--- config.mk ---
export PLATFORM = sky130hd
export DESIGN_NAME = block_stream_gen
export DESIGN_NICKNAME = d
export VERILOG_FILES = /design/src/rtl/block_stream_gen_pkg.sv /design/src/rtl/block_stream_gen_keyword_rom.sv /design/src/rtl/block_stream_gen.sv
export SDC_FILE = /design/constraint.sdc
export NUM_CORES = 1
export LEC_CHECK = 0
export BUFFER_PORTS_ARGS = -buffer_cell sky130_fd_sc_hd__clkbuf_2
export CELL_PAD_IN_SITES_DETAIL_PLACEMENT = 1
export CELL_PAD_IN_SITES_GLOBAL_PLACEMENT = 1
export CORE_MARGIN = 4
export CORE_UTILIZATION = 40
export CTS_BUF_LIST = sky130_fd_sc_hd__clkbuf_4 sky130_fd_sc_hd__clkbuf_8
export DETAILED_ROUTE_END_ITERATION = 8
export GPL_TIMING_DRIVEN = 0
export PLACE_DENSITY = 0.77
export SETUP_SLACK_MARGIN = 0.4
export SLEW_MARGIN = 10
export SYNTH_ARGS = -nofsm -noshare
export SYNTH_HDL_FRONTEND = slang
export SYNTH_SLANG_ARGS = --single-unit
--- constraint.sdc ---
create_clock -name clk -period 4.8 [get_ports clk]
set_clock_uncertainty 0.2 [all_clocks]
set_input_delay 0.96 -clock clk [delete_from_list [all_inputs] [get_ports clk]]
set_output_delay 0.96 -clock clk [all_outputs]
set_load 0.005 [all_outputs]
--- src/rtl/block_stream_gen_pkg.sv ---
// Shared token codes, ASCII constants and keyword helpers for the block stream generator.
package block_stream_gen_pkg;

  typedef enum logic [1:0] {
    TOK_SPACE = 2'b00,
    TOK_BEGIN = 2'b01,
    TOK_END   = 2'b10,
    TOK_CHAR  = 2'b11
  } tok_e;

  typedef enum logic {
    ST_IDLE = 1'b0,
    ST_EMIT = 1'b1
  } state_e;

  localparam logic [7:0] ASC_B = 8'h62;
  localparam logic [7:0] ASC_E = 8'h65;
  localparam logic [7:0] ASC_G = 8'h67;
  localparam logic [7:0] ASC_I = 8'h69;
  localparam logic [7:0] ASC_N = 8'h6E;
  localparam logic [7:0] ASC_D = 8'h64;
  localparam logic [7:0] CASE_BIT = 8'h20;

  localparam logic [2:0] LEN_BEGIN = 3'd6;
  localparam logic [2:0] LEN_END   = 3'd4;
  localparam logic [2:0] LEN_ONE   = 3'd1;

  function automatic logic [2:0] tok_len(input tok_e t);
    case (t)
      TOK_BEGIN: tok_len = LEN_BEGIN;
      TOK_END:   tok_len = LEN_END;
      default:   tok_len = LEN_ONE;
    endcase
  endfunction

  // Lowercase keyword letter i; positions past the keyword return 0.
  function automatic logic [7:0] kw_letter(input tok_e t, input logic [2:0] i);
    kw_letter = 8'h00;
    if (t == TOK_BEGIN) begin
      case (i)
        3'd0:    kw_letter = ASC_B;
        3'd1:    kw_letter = ASC_E;
        3'd2:    kw_letter = ASC_G;
        3'd3:    kw_letter = ASC_I;
        3'd4:    kw_letter = ASC_N;
        default: kw_letter = 8'h00;
      endcase
    end else if (t == TOK_END) begin
      case (i)
        3'd0:    kw_letter = ASC_E;
        3'd1:    kw_letter = ASC_N;
        3'd2:    kw_letter = ASC_D;
        default: kw_letter = 8'h00;
      endcase
    end
  endfunction

endpackage

--- src/rtl/block_stream_gen_keyword_rom.sv ---
// Combinational byte lookup: keyword letters with per-letter case, separator, or raw char.
module block_stream_gen_keyword_rom
  import block_stream_gen_pkg::*;
#(
  parameter logic [7:0] SEP = 8'h20
) (
  input  logic [1:0] tok_type,
  input  logic [2:0] idx,
  input  logic [4:0] case_mask,
  input  logic [7:0] tok_char,
  output logic [7:0] data
);

  tok_e       t;
  logic [7:0] letter;
  logic       upper;

  assign t = tok_e'(tok_type);

  always_comb begin
    letter = kw_letter(t, idx);
    upper  = 1'b0;
    data   = SEP;
    case (t)
      TOK_BEGIN: begin
        if (idx < 3'd5) begin
          upper = case_mask[idx];
          data  = upper ? (letter & ~CASE_BIT) : letter;
        end
      end
      // Only mask bits 0..2 are reachable for END.
      TOK_END: begin
        if (idx < 3'd3) begin
          upper = case_mask[idx];
          data  = upper ? (letter & ~CASE_BIT) : letter;
        end
      end
      TOK_CHAR: data = tok_char;
      default:  data = SEP;
    endcase
  end

endmodule

--- src/rtl/block_stream_gen.sv ---
// Token-to-ASCII stream generator with begin/end nesting depth and sticky error tracking.
module block_stream_gen
  import block_stream_gen_pkg::*;
#(
  parameter int         DEPTH_W = 8,
  parameter logic [7:0] SEP     = 8'h20
) (
  input  logic               clk,
  input  logic               reset,
  input  logic               tok_valid,
  output logic               tok_ready,
  input  logic [1:0]         tok_type,
  input  logic [7:0]         tok_char,
  input  logic [4:0]         case_mask,
  output logic [7:0]         out,
  output logic               out_valid,
  output logic [DEPTH_W-1:0] depth,
  output logic               balanced,
  output logic               err
);

  localparam logic [DEPTH_W-1:0] DEPTH_MAX = '1;

  state_e     state;
  logic [2:0] idx;
  tok_e       cur_type;
  logic [7:0] cur_char;
  logic [4:0] cur_mask;
  logic [7:0] rom_byte;
  logic       last;
  logic       accept;
  logic       inc_pend;
  logic       dec_pend;

  block_stream_gen_keyword_rom #(.SEP(SEP)) u_rom (
    .tok_type  (cur_type),
    .idx       (idx),
    .case_mask (cur_mask),
    .tok_char  (cur_char),
    .data      (rom_byte)
  );

  assign last      = (state == ST_EMIT) && (idx == tok_len(cur_type) - 3'd1);
  assign tok_ready = (state == ST_IDLE) || last;
  assign accept    = tok_valid && tok_ready;
  assign balanced  = (depth == '0) && !err;

  always_ff @(posedge clk) begin
    if (reset) begin
      state     <= ST_IDLE;
      idx       <= 3'd0;
      cur_type  <= TOK_SPACE;
      cur_char  <= 8'h00;
      cur_mask  <= 5'd0;
      out       <= 8'h00;
      out_valid <= 1'b0;
      depth     <= '0;
      err       <= 1'b0;
      inc_pend  <= 1'b0;
      dec_pend  <= 1'b0;
    end else begin
      if (state == ST_EMIT) begin
        out       <= rom_byte;
        out_valid <= 1'b1;
      end else begin
        out       <= 8'h00;
        out_valid <= 1'b0;
      end

      // Depth moves one edge after the separator is on out, when the checker samples it.
      inc_pend <= last && (cur_type == TOK_BEGIN);
      dec_pend <= last && (cur_type == TOK_END);
      if (inc_pend) begin
        if (depth == DEPTH_MAX) err <= 1'b1;
        else                    depth <= depth + DEPTH_W'(1);
      end
      if (dec_pend) begin
        if (depth == '0) err <= 1'b1;
        else             depth <= depth - DEPTH_W'(1);
      end

      if (accept) begin
        state    <= ST_EMIT;
        idx      <= 3'd0;
        cur_type <= tok_e'(tok_type);
        cur_char <= tok_char;
        cur_mask <= case_mask;
      end else if (state == ST_EMIT) begin
        if (last) begin
          state <= ST_IDLE;
          idx   <= 3'd0;
        end else begin
          idx <= idx + 3'd1;
        end
      end
    end
  end

endmodule

# After elaboration in Yosys (flattened, before gate mapping)
# Index checks and enable logic that the tools add are counted.
[totals]
word_cells = 62
reg_bits = 39
input_bits = 18
out_inout_bits = 20
[op_classes]
eq_ne = 9
bitwise = 1
mux = 23
addsub = 4
order_cmp = 3
n_reduce_logical = 11
[op_table]
columns = ["op", "count"]
rows = [
  ["$pmux W7 S5", 1],
  ["$mux W8", 4],
  ["$pmux W8 S3", 1],
  ["$mux W7", 3],
  ["$pmux W7 S3", 1],
  ["$mux W1", 9],
  ["$add A8 B1 Y8 const B", 1],
  ["$eq A8 B8 Y1 const B", 1],
  ["$logic_not A8 Y1", 1],
  ["$sub A8 B1 Y8 const B", 1],
  ["$eq A3 B2 Y1 const B", 2],
  ["$mux W6", 1],
  ["$pmux W3 S2", 1],
  ["$logic_and A1 B1 Y1", 5],
  ["$eq A2 B2 Y1 const B", 2],
  ["$lt A3 B4 Y1 const B", 1],
  ["$reduce_or A2 Y1", 2],
  ["$add A3 B1 Y3 const B", 1],
  ["$bmux W1 S3", 1],
  ["$eq A3 B1 Y1 const B", 1],
  ["$eq A3 B3 Y1", 1],
  ["$eq A3 B3 Y1 const B", 1],
  ["$logic_not A3 Y1", 1],
  ["$lt A3 B2 Y1 const B", 1],
  ["7 further kinds", 7],
]

# Logic depth before layout (Yosys ltp)
# Gate-level depths: netlist (run 1).
[logic_depth]
ltp_word = 8
depth_mapped = 7
ltp_nobuf = 6

# Modules after synthesis
# A second synthesis (run 1) with hierarchy kept.
[unflattened]
hier_cells = 259
hier_area_um2 = 2168.3
[by_module_without_submodules]
columns = ["mod", "cells_per_inst", "n_inst", "area_each_um2"]
rows = [
  ["block_stream_gen", 213, 1, 1884.3],
  ["block_stream_gen_keyword_rom", 46, 1, 284.0],
]

# Least setup slack after synthesis (run 1)
# OpenSTA, ideal clock, no wires.
[synth_path]
path_kind = "flip-flop to output port"
startpoint = "reg depth[0]"
endpoint = "out balanced"
arrival_time_ns = 1.301
path_slack_ns = 2.339
stages_incl_launch_ff = 5
n_path_buf = 0
cell_sequence = "dfxtp_1 -> inv_1 -> ha_1 -> or3b_2 -> nor3_1"
[synth_via]
elab_chain_len = 2
[synth_rtl]
columns = ["item", "line_no", "source"]
rows = [
  ["from (decl)", "block_stream_gen.sv:17", "output logic [DEPTH_W-1:0] depth,"],
  ["from (signal assigned)", "block_stream_gen.sv:75", "else depth <= depth + DEPTH_W'(1);"],
  ["from (signal assigned)", "block_stream_gen.sv:79", "else depth <= depth - DEPTH_W'(1);"],
  ["$logic_not A8 Y1", "block_stream_gen.sv:46", "assign balanced = (depth == '0) && !err;"],
  ["$logic_and A1 B1 Y1", "block_stream_gen.sv:46", ""],
  ["to (decl)", "block_stream_gen.sv:18", "output logic balanced,"],
]
# No other way between the ends.

# Final worst setup path (run 1)
# Ends and elaborated chain as after synthesis.

==> flow_metrics.py, run 1 <==
metrics = {
    "cts": {
        "clk_latency_ps": 290,
        "cts_buffers": 5,
        "root_buffer": "clkbuf_8",
        "cts_max_level": 2,
        "clk_path_buf_depth": 2,
        "clk_pin_slew_ps": 80,
        "clock_sinks": 39,
        "cts_tree": "yes",
        "post_cts_buffers": 0,
        "cts_resized": 0,
        "ctsHoldBuffers": 0,
    },
    "setup_path": {
        "crit_path_start_kind": "flip-flop",
        "crit_type": "flip-flop to output pin",
        "ff2ff_setup_slack_ps": 2170,
        "slowest_delay_ps": 540,
        "timing.rr.end": "cur_char[1]$_SDFFE_PP0P_",
        "path_buf_inv": 2,
        "path_cells": "inv_1 -> ha_1 -> or3b_2 -> nor3_1 -> clkbuf_2",
        "regToRegStartpoint": "cur_type[1]$_SDFFE_PP0P_",
        "critical_path_arrival_ps": 1840,
        "slowest_stage": "or3b_2",
        "end_kind": "output pin",
        "critical-path-top-delay-family": "simple AND/OR/NAND/NOR gates",
        "rr_worst_depth": 7,
        "critPathMaxFanout": 9,
        "critPathRequiredTime_ps": 3640,
    },
    "yosys": {
        "synthXorXnorAreaFrac_pct": 1.50,
        "yosys-mux-area-fraction_pct": 10.8,
        "synth_compound_area_share_pct": 16.3,
        "synth-seq-cells": 39,
        "syn_inst": 277,
        "synthArstFlopShare_pct": 0,
        "synth_nets": 308,
        "synth-seq-area-share_pct": 33.4,
        "synth_top_family_by_area": "simple AND/OR/NAND/NOR gates",
        "synth_enable_flop_cells": 0,
        "yosysWarnings": 0,
        "synth_fa_ha_area_share_pct": 6.95,
        "synth-main-ff-cell": "dfxtp_1",
        "avgSynthCellArea_um2": 8.45,
        "ys_types": 43,
        "syn_area_um2": 2340,
        "synthSimpleGateAreaFrac_pct": 24.9,
    },
    "pwr": {
        "ir_drop_v": 0.000189,
        "p_total_uw": 757,
        "total_leakage_power_nw": 1.12,
        "powerDensity_nw_per_um2": 276,
    },
    "finish": {
        "n_antenna_cell": 0,
        "drive_gt1_share_pct": 17.1,
        "final_nets": 352,
        "fin_util_pct": 49.1,
        "finish.instance_area_um2": 2740,
        "stdcell_count": 394,
        "area_delta_synth_final_pct": 17.0,
    },
    "placed_design": {
        "post_dp_cell_area_um2": 2620,
        "dpl.hpwl_um": 4580,
        "dp.cells": 386,
        "post-place-ws_ps": 2110,
        "port_buffers": 37,
        "place.gp.congestion": 0.813,
    },
    "die": {
        "start_util_pct": 42.0,
        "die_w_um": 84.5,
        "die_h_um": 84.5,
        "core_region_area_um2": 5570,
        "ioPinCount": 38,
        "dieArea_um2": 7140,
        "num_rows": 27,
    },
    "outcome": {
        "outcome": "finished, final reports clean",
    },
    "grt": {
        "grt_usage_pct": 18.1,
        "grt_pass1_wl_um": 10600,
        "grt_overflow": 0,
        "grt_pass1_vias": 2259,
        "antenna_found_initial": 0,
        "grt_max_degree": 14,
    },
    "routing": {
        "antenna_left": 0,
        "wl_um": 6110,
        "wl_per_cell_um": 15.5,
        "drc": 0,
        "drtIter0Drc": 94,
        "vias": 2143,
        "vias_per_cell": 5.44,
        "dr.pass1.iters": 4,
    },
    "timing": {
        "slew_headroom_pct": 63.7,
        "fmax_mhz": 333,
        "finalCriticalPeriod_ps": 3000,
        "finalSetupViolCount": 0,
        "tightest_slew_ps": 545,
        "finalSetupTns_ps": 0,
        "setup_slack_ps": 1800,
        "drv_slew": 0,
        "finalHoldViolations": 0,
        "worst_hold_slack_ps": 269,
        "period_share_pct": 62.6,
        "rsz0062_at_grt": "false",
    },
    "worst_hold_path": {
        "hold_path_startpoint": "cur_char[7]$_SDFFE_PP0P_",
        "holdPathStages": 2,
        "hold_path_class": "flip-flop to flip-flop",
        "min_to": "cur_char[7]$_SDFFE_PP0P_",
    },
    "run": {
        "maxCapViolations": 0,
    },
}
final cells by class:
class	instances	area, um2
repair buffers	37	185
plain buffers	19	95.1
fillers	698	2840
flip-flops and latches	39	781
multi-input cells	206	1420
clock inverters	2	38.8
well taps	72	90.1
clock buffers	6	82.6
inverters	13	48.8
state kept, by name, indices dropped and copies added (netlist names):
signal / cells
cur_char: 8
cur_mask: 5
cur_type: 2
dec_pend: 1
depth: 8
err: 1
idx: 3
inc_pend: 1
out: 8
out_valid: 1
state: 1
power breakdown:
part | internal (mW) | switching (mW) | total, mW
sequential | 0.338 | 0.0106 | 0.349
clock | 0.171 | 0.124 | 0.295
combinational | 0.0493 | 0.0638 | 0.113
total | 0.558 | 0.198 | 0.757
worst max path at each step:
stage	from	end	cells after the start	slack, ps
6_report	depth[0]$_SDFF_PP0_	balanced	5	1800
5_1_grt	cur_type[0]$_SDFFE_PP0P_	tok_ready	6	1580
4_1_cts	depth[0]$_SDFF_PP0_	balanced	5	1780
3_5_place_dp	depth[0]$_SDFF_PP0_	balanced	5	2110
3_3_place_gp	depth[0]$_SDFF_PP0_	balanced	5	2140
2_1_floorplan	depth[0]$_SDFF_PP0_	balanced	4	2340
cells in the mapped netlist, drive strengths merged, types with 4 or more instances:
master / number / area, um2
a21oi: 13 / 65.1
a31oi: 5 / 31.3
buf: 4 / 38.8
clkbuf: 15 / 56.3
dfxtp: 39 / 781
ha: 13 / 163
inv: 13 / 48.8
mux2i: 23 / 230
nand2: 20 / 75.1
nand2b: 33 / 206
nand3: 7 / 35.0
nor2: 18 / 67.6
nor2b: 5 / 31.3
nor3: 13 / 65.1
o21ai: 5 / 28.8
o22ai: 6 / 37.5
xnor2: 4 / 35.0
cells by family after synthesis:
| kind of cell | after synthesis |
|---|---|
| XOR/XNOR | 4 |
| AND/OR/NAND/NOR | 110 |
| multiplexers | 25 |
| adder cells (fa/ha/maj) | 13 |
| AO/OA/AOI/OAI | 54 |
| flip-flops | 39 |
| buffers and inverters | 32 |
tightest hold or removal path: cells and delay by family, from the launching register on:
kind | cells | cell delay, ps
multiplexers | 1 | 60
AND/OR/NAND/NOR | 1 | 60
flip-flops | 1 | 310
cells in the final DEF (no fill, tap or decap), types with 4 or more instances in the layout:
master | Yosys | routed
nor3_1 | 13 | 13
nor2_1 | 18 | 18
nand2_1 | 20 | 20
dfxtp_1 | 39 | 39
xnor2_1 | 4 | 4
nand2b_1 | 33 | 33
o22ai_1 | 6 | 6
a31oi_1 | 5 | 5
clkbuf_1 | 15 | 15
ha_1 | 13 | 13
clkbuf_8 | 0 | 6
o21ai_0 | 4 | 4
nor2b_1 | 5 | 5
mux2i_1 | 23 | 23
inv_1 | 13 | 13
a21oi_1 | 13 | 13
clkbuf_2 | 0 | 37
nand3_1 | 7 | 7
layer usage:
| layer | up-vias | global-route usage, % | part of all wire [%] |
|---|---|---|---|
| li1 | 1068 | - | - |
| met1 | 1041 | 23.6 | 49 |
| met2 | 28 | 29.6 | 47 |
| met3 | 6 | 4.22 | 2.6 |
| met4 | 0 | 5.47 | 1.1 |
| met5 | - | 0 | 0 |
(Power assumes the default switching activity.)
==> inputs of run 2 (changes only) <==
--- a/config.mk
+++ b/config.mk
@@ -5,6 +5,7 @@
 export SDC_FILE = /design/constraint.sdc
 export NUM_CORES = 1
 export LEC_CHECK = 0
+export ABC_AREA = 1
 export BUFFER_PORTS_ARGS = -buffer_cell sky130_fd_sc_hd__clkbuf_2
 export CELL_PAD_IN_SITES_DETAIL_PLACEMENT = 1
 export CELL_PAD_IN_SITES_GLOBAL_PLACEMENT = 1
@@ -13,7 +14,7 @@
 export CTS_BUF_LIST = sky130_fd_sc_hd__clkbuf_4 sky130_fd_sc_hd__clkbuf_8
 export DETAILED_ROUTE_END_ITERATION = 8
 export GPL_TIMING_DRIVEN = 0
-export PLACE_DENSITY = 0.77
+export PLACE_DENSITY = 0.81
 export SETUP_SLACK_MARGIN = 0.4
 export SLEW_MARGIN = 10
 export SYNTH_ARGS = -nofsm -noshare
==> constraint.sdc (replaced) <==
create_clock -name clk -period 3.1 [get_ports clk]
set_clock_uncertainty 0.2 [all_clocks]
set_input_delay 0.62 -clock clk [delete_from_list [all_inputs] [get_ports clk]]
set_output_delay 0.62 -clock clk [all_outputs]
set_load 0.005 [all_outputs]
==> run 2 against run 1 <==
  * Highest routed layer unchanged
  * Register-to-register slack lost 1200 ps
  * Global-route usage grew 0.80 points
  * Clock-buffer cell count is the same
  * Utilization grew 1.7 points
  * Sequential power grew 56%
  * Critical path type unchanged
  * Via count shrank 7.1%
  * Synthesized cell count grew 2.5%
==> flow_metrics.py, run 2 <==
metrics = {
    "outcome": {
        "outcome": "finished, final reports clean",
    },
    "die": {
        "ioPinCount": 38,
        "die_w_um": 79.9,
        "die_h_um": 79.9,
        "core_region_area_um2": 4850,
        "num_rows": 25,
        "start_util_pct": 42.6,
        "dieArea_um2": 6380,
    },
    "worst_hold_path": {
        "hold_path_class": "flip-flop to flip-flop",
        "min_to": "cur_char[3]$_SDFFE_PP0P_",
        "holdPathStages": 2,
        "hold_path_startpoint": "cur_char[3]$_SDFFE_PP0P_",
    },
    "placed_design": {
        "port_buffers": 36,
        "dp.cells": 387,
        "place.gp.congestion": 0.884,
        "dpl.hpwl_um": 4190,
    },
    "finish": {
        "stdcell_count": 396,
        "final_cell_mix": "nand2_1, clkbuf_2, dfxtp_1",
        "n_antenna_cell": 0,
        "area_delta_synth_final_pct": 19.2,
        "nFillCells": 657,
        "reg_top3": "cur_char x8, depth x8, out x8",
        "final_nets": 360,
        "final_common_cell": "nand2_1",
        "register_area_um2": 783,
        "drive_gt1_share_pct": 19.8,
        "multi_input_area_um2": 1090,
    },
    "setup_path": {
        "critical_path_arrival_ps": 1780,
        "critPathRequiredTime_ps": 2280,
        "rr_worst_depth": 12,
        "ff2ff_setup_slack_ps": 1020,
        "timing.rr.end": "out[5]$_SDFF_PP0_",
        "regToRegStartpoint": "idx[0]$_SDFFE_PP0P_",
        "crit_type": "flip-flop to output pin",
        "end_kind": "output pin",
        "critPathMaxFanout": 10,
        "crit_path_start_kind": "flip-flop",
    },
    "yosys": {
        "synth.most_common_cell": "nand2_1",
        "synth_nets": 315,
        "synthArstFlopShare_pct": 0,
        "yosysWarnings": 0,
        "synth-seq-area-share_pct": 37.8,
        "synth-main-ff-cell": "dfxtp_1",
        "synth-seq-cells": 39,
        "yosys.area.top_type": "dfxtp_1",
        "synth_top_area_share_pct": 37.8,
        "synth_enable_flop_cells": 0,
        "netlist_top_cells_count": "nand2_1, dfxtp_1, inv_1, nand3_1, a21oi_1",
        "ys_types": 32,
        "synth_area_leaders": "dfxtp_1, nand2_1, nand3_1, ha_1, a21oi_1",
        "syn_area_um2": 2070,
        "syn_inst": 284,
        "avgSynthCellArea_um2": 7.28,
    },
    "grt": {
        "grt_usage_pct": 18.9,
        "grt_overflow": 0,
        "grt_pass1_vias": 1967,
        "grt_max_degree": 12,
        "antenna_found_initial": 0,
        "grt_pass1_wl_um": 9430,
    },
    "timing": {
        "tightest_slew_ps": 494,
        "finalCriticalPeriod_ps": 2600,
        "drv_slew": 0,
        "finalHoldViolations": 0,
        "rsz0062_at_grt": "false",
        "slew_headroom_pct": 67.1,
        "finalSetupTns_ps": 0,
        "finalSetupViolCount": 0,
        "fmax_mhz": 384,
        "period_share_pct": 84.0,
    },
    "cts": {
        "ctsHoldBuffers": 0,
        "clk_path_buf_depth": 2,
        "cts_tree": "yes",
        "clock_sinks": 39,
        "clk_pin_slew_ps": 70,
        "cts_max_level": 2,
        "cts_buffers": 5,
        "root_buffer": "clkbuf_8",
        "clk_latency_ps": 290,
    },
    "routing": {
        "wl_per_cell_um": 13.8,
        "antenna_left": 0,
        "vias": 1990,
        "drtIter0Drc": 66,
        "dr.pass1.iters": 4,
        "wl_um": 5480,
        "vias_per_cell": 5.03,
        "drc": 0,
    },
    "pwr": {
        "powerDensity_nw_per_um2": 471,
        "total_leakage_power_nw": 1.09,
        "ir_drop_v": 0.000158,
    },
    "run": {
        "maxCapViolations": 0,
    },
}
## run 2: power breakdown
part	total [mW]	internal (mW)	switching (mW)
sequential	0.543	0.525	0.0173
combinational	0.201	0.0818	0.119
clock	0.419	0.245	0.174
## run 2: layer usage
metal | GRT usage (%) | vias up | part of all wire, %
met3 | 4.06 | 7 | 4.4
met1 | 25.4 | 919 | 49
met5 | 0 | - | 0
met2 | 30.1 | 40 | 45
li1 | - | 1024 | -
met4 | 5.57 | 0 | 1.2
## run 2: worst max-delay path, cell delays in order (launching register included)
cell	delay, ps
dfxtp_2	350
inv_1	90
ha_1	330
xnor2_1	170
nand3_2	160
nand2_4	140
buf_6	140
clkbuf_2	110
## run 2: repair_timing
action | 4_1_cts | 5_1_grt
endpoints found under the setup margin | 1 | 1
pin swaps | 1 | 0
buffers inserted | 0 | 2
resized for setup | 1 | 3
endpoints found under the hold margin | 0 | 0
## run 2: logic make-up (layout without fill, tap and decap cells)
| group | Yosys count | count (layout) | share of synthesized area [%] |
|---|---|---|---|
| xor+xnor | 7 | 7 | 2.97 |
| simple gates | 123 | 123 | 27.2 |
| buf+inv | 46 | 91 | 9.75 |
| compound gates | 56 | 56 | 14.4 |
| fa+ha+maj | 13 | 13 | 7.87 |
| flops | 39 | 39 | 37.8 |
## run 2: layout make-up
type / count / share of cell area [%]
multi-input combinational: 199 / 44.4
sequential: 39 / 31.8
timing repair buffer: 38 / 7.92
inverter: 37 / 5.63
tap: 67 / 3.40
clock buffer: 6 / 3.10
buffer: 9 / 2.54
clock inverter: 1 / 1.22
## run 2: how the worst max path moves through the flow
stage,startpoint,end,cells after the start,slack [ps]
floorplan,cur_type[0]$_SDFFE_PP0P_,tok_ready,6,1020
global placement,cur_type[1]$_SDFFE_PP0P_,tok_ready,7,720
detailed placement,cur_type[1]$_SDFFE_PP0P_,tok_ready,7,720
CTS,cur_type[1]$_SDFFE_PP0P_,tok_ready,7,430
global route,cur_type[1]$_SDFFE_PP0P_,tok_ready,7,390
finish,cur_type[0]$_SDFFE_PP0P_,tok_ready,7,500
## run 2: stage by stage
step / utilization (%) / setup WS (ps) / instance area, um2 / hold WS (ps) / total power, mW
2_1_floorplan: - / 1020 / 2070 / 224 / 0.681
3_3_place_gp: 48.1 / 718 / 2330 / 248 / 0.735
3_5_place_dp: 48.1 / 716 / 2330 / 254 / 0.741
4_1_cts: 50.4 / 429 / 2440 / 265 / 1.16
5_1_grt: 50.8 / 391 / 2460 / 295 / 1.23
6_report: 50.8 / 497 / 2460 / 256 / 1.16
==> inputs of run 3 (changes only) <==
--- a/config.mk
+++ b/config.mk
@@ -10,11 +10,11 @@
 export CELL_PAD_IN_SITES_DETAIL_PLACEMENT = 1
 export CELL_PAD_IN_SITES_GLOBAL_PLACEMENT = 1
 export CORE_MARGIN = 4
-export CORE_UTILIZATION = 40
+export CORE_UTILIZATION = 37
 export CTS_BUF_LIST = sky130_fd_sc_hd__clkbuf_4 sky130_fd_sc_hd__clkbuf_8
 export DETAILED_ROUTE_END_ITERATION = 8
 export GPL_TIMING_DRIVEN = 0
-export PLACE_DENSITY = 0.81
+export PLACE_DENSITY = 0.79
 export SETUP_SLACK_MARGIN = 0.4
 export SLEW_MARGIN = 10
 export SYNTH_ARGS = -nofsm -noshare
==> constraint.sdc (replaced) <==
create_clock -name clk -period 2.35 [get_ports clk]
set_clock_uncertainty 0.2 [all_clocks]
set_input_delay 0.47 -clock clk [delete_from_list [all_inputs] [get_ports clk]]
set_output_delay 0.47 -clock clk [all_outputs]
set_load 0.005 [all_outputs]
==> run 3 against run 2 <==
  * Design area up 19%
  * Sequential share of layout area down 4.1 points
  * Wire length up 28%
  * Via count up 12%
  * Worst setup slack worse by 350 ps
  * Critical path type unchanged
  * Flip-flop and latch count unchanged
  * Clock-buffer cell count unchanged
==> flow_metrics.py, run 3 (synthesis results as in run 2) <==
metrics = {
    "setup_path": {
        "critPathRequiredTime_ps": 1680,
        "crit_type": "flip-flop to output pin",
        "cp_num_cells": 7,
        "rr_worst_depth": 14,
        "critical-path-top-delay-family": "flip-flops",
        "crit_top_cell": "buf_6",
        "path_buf_inv": 3,
        "path_cells": "buf_6 -> ha_4 -> xnor2_2 -> nand3_2 -> nand2_4 -> buf_6 -> buf_6",
        "critPathMaxFanout": 2,
        "critical_path_arrival_ps": 1540,
        "crit_path_start_kind": "flip-flop",
        "slowest_stage": "dfxtp_4",
        "slowest_delay_ps": 360,
        "end_kind": "output pin",
    },
    "routing": {
        "antenna_left": 0,
        "vias": 2221,
        "wl_um": 7000,
        "wl_per_cell_um": 16.3,
        "dr.pass1.iters": 4,
        "drc": 0,
        "vias_per_cell": 5.17,
        "drtIter0Drc": 109,
    },
    "timing": {
        "finalHoldViolations": 0,
        "rsz0062_at_grt": "true",
        "fmax_mhz": 453,
        "slew_headroom_pct": 61.1,
        "finalSetupTns_ps": 0,
        "setup_slack_ps": 144,
        "finalCriticalPeriod_ps": 2210,
        "drv_slew": 0,
        "finalSetupViolCount": 0,
        "tightest_slew_ps": 577,
        "period_share_pct": 93.9,
    },
    "cts": {
        "cts_tree": "yes",
        "ctsHoldBuffers": 0,
        "clk_pin_slew_ps": 80,
        "cts_buffers": 5,
        "clock_sinks": 39,
        "clk_latency_ps": 290,
        "clk_path_buf_depth": 2,
        "root_buffer": "clkbuf_8",
        "cts_max_level": 2,
    },
    "pwr": {
        "p_seq_share_pct": 41.8,
        "pwr-share-comb_pct": 23.4,
        "p_total_mw": 1.70,
        "power_frac_clock_pct": 34.8,
        "ir_drop_v": 0.000362,
        "internal-power_mw": 1.22,
        "p_sw_uw": 479,
        "powerDensity_nw_per_um2": 580,
        "swShare_pct": 28.2,
        "total_leakage_power_nw": 1.29,
    },
    "finish": {
        "multi_input_area_um2": 1240,
        "area_delta_synth_final_pct": 41.8,
        "finish.instance_area_um2": 2930,
        "final_nets": 390,
        "final_common_cell": "nand2_1",
        "register_area_um2": 812,
        "nFillCells": 680,
        "final_cell_mix": "nand2_1, clkbuf_2, nand3_1",
        "drive_gt1_share_pct": 37.2,
        "n_antenna_cell": 0,
        "reg_top3": "cur_char x8, depth x8, out x8",
    },
    "placed_design": {
        "post_dp_cell_area_um2": 2330,
        "place.gp.congestion": 0.856,
        "post-place-ws_ps": 115,
        "port_buffers": 36,
        "dpl.hpwl_um": 4260,
    },
    "grt": {
        "grt_use_met2_pct": 34.1,
        "busiest_layer": "met2",
        "antenna_found_initial": 0,
        "met1_usage_pct": 26.3,
        "grt_usage_pct": 20.7,
        "grt_overflow": 0,
        "grtUsageMet3_pct": 4.23,
        "grt_pass1_vias": 2221,
        "grt_max_degree": 13,
        "grt_pass1_wl_um": 10700,
    },
    "die": {
        "ioPinCount": 38,
        "dieArea_um2": 6850,
        "start_util_pct": 39.2,
        "num_rows": 26,
        "core_region_area_um2": 5270,
        "die_h_um": 82.7,
        "die_w_um": 82.7,
    },
    "outcome": {
        "outcome": "finished, final reports clean",
    },
    "worst_hold_path": {
        "holdPathStages": 3,
        "hold_path_class": "input port to flip-flop",
    },
    "run": {
        "maxCapViolations": 0,
    },
}
## run 3: cell type report
cell class | count | share of cell area [%]
multi-input combinational | 199 | 42.5
sequential | 39 | 27.7
timing repair buffer | 68 | 15.2
inverter | 37 | 5.25
tap | 70 | 2.99
clock buffer | 6 | 2.82
buffer | 9 | 2.35
clock inverter | 2 | 1.20
## run 3: final timing paths
kind | end | slack [ps] | startpoint
setup / recovery | tok_ready | 140 | cur_type[0]$_SDFFE_PP0P_
hold / removal | cur_char[5]$_SDFFE_PP0P_ | 220 | tok_char[5]
setup reg to reg | out[5]$_SDFF_PP0_ | 370 | cur_type[1]$_SDFFE_PP0P_
hold reg to reg | out[7]$_SDFF_PP0_ | 260 | cur_char[7]$_SDFFE_PP0P_
## run 3: worst reg2reg max path: cells and delay by family (launching register included)
kind / cells / cell delay (ps)
buf+inv: 6 / 670
simple gates: 6 / 410
flops: 1 / 340
fa+ha+maj: 1 / 180
compound gates: 1 / 140
## run 3: what timing repair did
action,4_1_cts,5_1_grt
gates resized for setup,40,30
pin swaps,11,20
setup buffers,19,13
setup endpoints to repair,22,19
## run 3: layer usage
metal / part of all wire [%] / routed length (um)
met2: 48 / 3390
met4: 2.4 / 168
met1: 46 / 3190
met3: 3.6 / 249
met5: 0 / 0
## run 3: power groups by stage
stage / registers, mW / logic, mW / clock network [mW]
floorplan: 0.724 / 0.174 / 0
global placement: 0.729 / 0.241 / 0
detailed placement: 0.730 / 0.247 / 0
CTS: 0.712 / 0.314 / 0.597
global route: 0.714 / 0.432 / 0.633
finish: 0.709 / 0.397 / 0.592
## run 3: through the flow
stage               utilization (%)  instances  hold slack (ps)
finish                         55.6        430              221
global route                   55.6        430              220
CTS                            51.6        417              216
detailed placement             44.3        390              244
global placement               44.3        390              240
floorplan                         -        284              224
